### config.mk
export PLATFORM = sky130hd
export DESIGN_NAME = pipelinemul
export DESIGN_NICKNAME = d
export VERILOG_FILES = /design/src/rtl/divmul_pkg.sv /design/src/rtl/pipelinemul_mulslice.sv /design/src/rtl/pipelinemul.sv
export SDC_FILE = /design/constraint.sdc
export NUM_CORES = 2
export LEC_CHECK = 0
export CORE_UTILIZATION = 40
export DETAILED_ROUTE_END_ITERATION = 16
export PLACE_DENSITY = 0.55
export RECOVER_POWER = 100
export SETUP_SLACK_MARGIN = 0.02
export SYNTH_ARGS = -nofsm -noshare
export SYNTH_HDL_FRONTEND = slang
export SYNTH_SLANG_ARGS = --single-unit
### constraint.sdc
create_clock -name clock -period 7.3 [get_ports clock]
set_clock_uncertainty 0.15 [all_clocks]
set_input_delay 0.73 -clock clock [delete_from_list [all_inputs] [get_ports clock]]
set_output_delay 0.73 -clock clock [all_outputs]
set_load 0.01 [all_outputs]
### src/rtl/divmul_pkg.sv
// Shared types for the divider/multiplier pair: the per-stage pipeline word
// and the partial-product helper used by each multiplier slice.
package divmul_pkg;

   localparam int DIVIDENDLEN = 16;
   localparam int DIVISORLEN  = 8;
   localparam int PRODLEN     = DIVIDENDLEN + DIVISORLEN;

   typedef struct packed {
      logic                   valid;
      logic                   err;
      logic [DIVIDENDLEN-1:0] quotient;
      logic [DIVISORLEN-1:0]  divisor;
      logic [PRODLEN-1:0]     acc;
   } stage_t;

   // divisor shifted to the weight of one quotient bit, or zero if that bit is clear
   function automatic logic [PRODLEN-1:0] pp_term(input logic                  q_bit,
                                                  input logic [DIVISORLEN-1:0] d,
                                                  input int                    sh);
      logic [PRODLEN-1:0] w_ext;
      w_ext = PRODLEN'(d);
      return q_bit ? (w_ext << sh) : '0;
   endfunction

endpackage

### src/rtl/pipelinemul_mulslice.sv
// One multiplier pipeline stage: adds the partial product for quotient bit BIT
// and registers the whole stage word when the pipe advances.
module mulslice
   import divmul_pkg::*;
#(
   parameter int BIT = 0
) (
   input  logic   clock,
   input  logic   reset_n,
   input  logic   i_advance,
   input  stage_t i_stage,
   output stage_t o_stage
);

   stage_t w_next;
   stage_t r_stage;

   always_comb begin
      w_next     = i_stage;
      w_next.acc = i_stage.acc + pp_term(i_stage.quotient[BIT], i_stage.divisor, BIT);
   end

   always_ff @(posedge clock or negedge reset_n) begin
      if (!reset_n)
         r_stage <= '0;
      else if (i_advance)
         r_stage <= w_next;
   end

   assign o_stage = r_stage;

endmodule

### src/rtl/pipelinemul.sv
// Pipelined shift-add multiplier: product = quotient*divisor + remainder.
// Optional operand check compiled in with PIPELINEMUL_CHECK_EN.
module pipelinemul #(
   parameter int DIVIDENDLEN = 16,
   parameter int DIVISORLEN  = 8
) (
   input  logic                              clock,
   input  logic                              reset_n,
   input  logic                              in_valid,
   output logic                              in_ready,
   input  logic [DIVIDENDLEN-1:0]            quotient,
   input  logic [DIVISORLEN-1:0]             divisor,
   input  logic [DIVISORLEN-1:0]             remainder,
   output logic                              out_valid,
   input  logic                              out_ready,
   output logic [DIVIDENDLEN+DIVISORLEN-1:0] product,
   output logic                              ovf,
   output logic                              err
);
   import divmul_pkg::*;

   stage_t w_seed;
   stage_t r_seed;
   stage_t w_pipe [DIVIDENDLEN:0];
   stage_t w_last;
   logic   w_advance;
   logic   w_unused;

   // one global enable: the whole pipe freezes only when the output is full and blocked
   assign w_advance = !w_last.valid || out_ready;
   assign in_ready  = w_advance;

   always_comb begin
      w_seed          = '0;
      w_seed.valid    = in_valid;
      w_seed.quotient = quotient;
      w_seed.divisor  = divisor;
      w_seed.acc      = PRODLEN'(remainder);
`ifdef PIPELINEMUL_CHECK_EN
      w_seed.err      = (divisor == '0) || (remainder >= divisor);
`endif
   end

   always_ff @(posedge clock or negedge reset_n) begin
      if (!reset_n)
         r_seed <= '0;
      else if (w_advance)
         r_seed <= w_seed;
   end

   assign w_pipe[0] = r_seed;

   // MSB first, matching the divider's bit order
   for (genvar j = 0; j < DIVIDENDLEN; j++) begin : g_stage
      mulslice #(
         .BIT (DIVIDENDLEN-1-j)
      ) u_slice (
         .clock     (clock),
         .reset_n   (reset_n),
         .i_advance (w_advance),
         .i_stage   (w_pipe[j]),
         .o_stage   (w_pipe[j+1])
      );
   end

   assign w_last    = w_pipe[DIVIDENDLEN];
   assign out_valid = w_last.valid;
   assign product   = w_last.acc;
   assign ovf       = |w_last.acc[PRODLEN-1:DIVIDENDLEN];

`ifdef PIPELINEMUL_CHECK_EN
   assign err      = w_last.err;
   assign w_unused = ^{w_last.quotient, w_last.divisor};
`else
   assign err      = 1'b0;
   assign w_unused = ^{w_last.quotient, w_last.divisor, w_last.err};
`endif

endmodule

==> flow_summary.toml <==
[global_route]
grt-busiest-layer = "met2"
grt_max_degree = 239
met3_usage_pct = 2.560
grt_first_pass_wirelength_um = 110800
antenna_found_initial = 0
grt_util_met1_pct = 23.49
grt_usage_pct = 16.79
overflow = 0
first_global_vias = 22030
use_met2_pct = 27.19

[critical_path]
crit_path_top_delay_cell = "clkbuf_1"
critical_path.max_fanout = 122
critical_path_required_ns = 7.67
cpMostUsedCell = "nand2_1"
cp.arrival_ns = 5.30
rrSetupSlack_ns = 2.57
crit_chain = "dlygate4sd3_1, nor2b_1, inv_8, clkbuf_1, nand2_1, nand2_1"
path_buf_inv = 3
r2r_cells = 5
r2r_start = "g_stage[15].u_slice.o_stage[49]"
crit_path_max_incr_delay_ns = 2.57
cp-start-kind = "input pin"
cpLargestDelayFamily = "buffers and inverters"
path_class = "in2reg"
regToRegEndpoint = "g_stage[9].u_slice.o_stage[2]"
cp-end-kind = "flip-flop"

[final_layout]
multi_input_area_um2 = 14180
stdcell_count = 4642
finalNetCount = 3710
ff_latch_area_um2 = 16120
diodes = 0
drive_above_1_share_pct = 3.998
syn_to_final_growth_pct = 12.04
n_fill_cell = 7840

[synth]
synth-async-reset-ratio_pct = 100.0
synth.distinct_cells = 73
synthFlopType = "dfrtp_1"
syn_nets = 3707
syn_inst = 3543
synth_seq_cells = 644
seq_area_frac_synth_pct = 51.67
mappedNetlistArea_um2 = 31190
syn_area_per_cell_um2 = 8.803
synth-warning-count = 0
synth_edf_count = 0

[routing]
final_antenna_net_count = 0
wl_um = 63780
drtIter0Drc = 1247
drcViolationCount = 0
via_count = 22390
viasPerCell = 4.824
drt-pass1-iter-count = 4
wl_per_cell_um = 13.74

[timing]
rsz0062_at_grt = "no"
relSlewSlack_pct = -143.0
fin_worst_hold_slack_ns = 0.03656
setup_tns_ns = 0
worst_pin_slew_ns = 3.644
finalSetupViolations = 0
slew_viol_final = 495
final_hold_viol_count = 0
finalCritPeriodShare_pct = 67.55
period_needed_ns = 4.931
fmax_mhz = 202.8

[die]
core_um2 = 77340
num_rows = 102
start_util_pct = 40.33
ios = 64
die-area_um2 = 79090
die_h_um = 281.2
die_w_um = 281.2

[run_status]
status = "complete, but fails checks"
violations = "capacitance limit, slew limit"

[power]
powerDensity_nw_per_um2 = 416.8
p_leak_nw = 16.91
irDropWorstVdd_v = 0.0002011
power_mw = 14.56

[placed_design]
place.gp.congestion = 0.7902
port_buffers = 62
dp_hpwl_um = 40870
dpl.cell_count = 4511

[clock_network]
cts_resized = 0
clockRootBuffer = "clkbuf_16"
clk_latency_ns = 0.62
cts_tree = "done"
cts.reportedPaths.clkPinSlew_ns = 0.05
cts_sinks = 644
cts_max_path_buffers = 3
post_cts_buffers = 0
htreeDepth = 3
cts_buffers = 73
cts_hold_buf = 0

[min_path]
hold_path.class = "in2async"

[run]
max_cap_viol_count = 5
-- cells in the final DEF (no fill, tap or decap), types with 17 or more instances in the layout --
cell,instances
dlygate4sd3_1,28
a21oi_1,125
a211oi_1,24
nor2_1,110
nand4_1,17
nor3_1,19
and3_1,30
and2_1,96
xor2_1,91
dfrtp_1,644
clkbuf_8,19
inv_1,61
nand3_1,52
clkbuf_1,22
ha_1,113
nor2b_1,20
clkdlybuf4s50_1,33
o21ai_0,210
a21o_1,30
nand2_1,1446
xnor2_1,111
clkbuf_16,74
-- kinds of logic (layout without fill, tap and decap cells) --
logic type               after synthesis  in the layout  synth area share [%]
AO/OA/AOI/OAI                        498            498                 9.588
XOR/XNOR                             202            202                 5.673
adder cells (fa/ha/maj)              128            128                 5.496
buffers and inverters                209            268                 2.612
flip-flops                           644            644                 51.67
multiplexers                           2              2               0.06820
other                                  1              1               0.01202
AND/OR/NAND/NOR                     1859           1859                 24.88
-- worst register-to-register path: stages, from the launching register on --
cell	delay, ns
dfrtp_1	0.37
nor2b_1	0.24
inv_8	0.55
clkbuf_1	2.66
nand2_1	0.50
nand2_1	0.19
-- worst max-delay path by stage --
| stage | start | endpoint | slack [ns] | cells after the start |
|---|---|---|---|---|
| after floorplan | out_ready | in_ready | 4.79 | 5 |
| after global placement | out_ready | g_stage[2].u_slice.o_stage[22] | 3.28 | 7 |
| after detailed placement | out_ready | g_stage[2].u_slice.o_stage[22] | 3.30 | 7 |
| after CTS | out_ready | in_ready | 3.83 | 4 |
| after global routing | out_ready | g_stage[9].u_slice.o_stage[2] | 1.90 | 6 |
| final | out_ready | g_stage[9].u_slice.o_stage[2] | 2.37 | 6 |
-- cells in the mapped netlist (20+ instances only) --
cell,n,area [µm²]
o21ai_0,205,1026
dfrtp_1,644,16120
a21o_1,30,225.2
buf_2,21,105.1
nor2_1,110,412.9
and3_1,30,187.7
xor2_1,91,797.0
ha_1,113,1414
xnor2_1,111,972.2
clkbuf_1,119,446.7
and2_1,111,694.4
inv_1,61,229.0
a211oi_1,22,165.2
nand2_1,1446,5428
nor2b_1,20,125.1
nand3_1,52,260.3
a21oi_1,123,615.6
-- flip-flops by register name, indices dropped and copies added, names as in the netlist --
register                 flops
g_stage.u_slice.o_stage    611
r_seed                      33
-- per-layer routing --
metal | vias to the layer above | routed length [µm]
li1 | 11550 | -
met1 | 10600 | 31360
met2 | 160 | 29700
met3 | 84 | 1518
met4 | 0 | 1207
met5 | - | 0
-- cell type report --
cell class,instances,area share (%)
clock inverter,19,0.4225
clock buffer,112,6.252
multi-input combinational,2690,40.59
inverter,62,0.6875
sequential,644,46.12
tap,1040,3.724
timing repair buffer,75,2.202
-- stage by stage --
stage          worst slack (ns)  utilization, %  instance area, µm²
2_1_floorplan             4.789               -               31190
3_3_place_gp              3.284           42.33               32730
3_5_place_dp              3.304           42.33               32730
4_1_cts                   3.833           45.34               35070
5_1_grt                   1.895           45.18               34940
6_report                  2.369           45.18               34940
-- report_power, final --
part	leakage [nW]	total, mW	internal, mW	switching, mW
Combinational	7.71	4.57	1.94	2.63
Clock	1.16	3.56	2.07	1.49
Sequential	8.04	6.43	5.17	1.27
No activity file was read; power rests on OpenSTA's default activity.
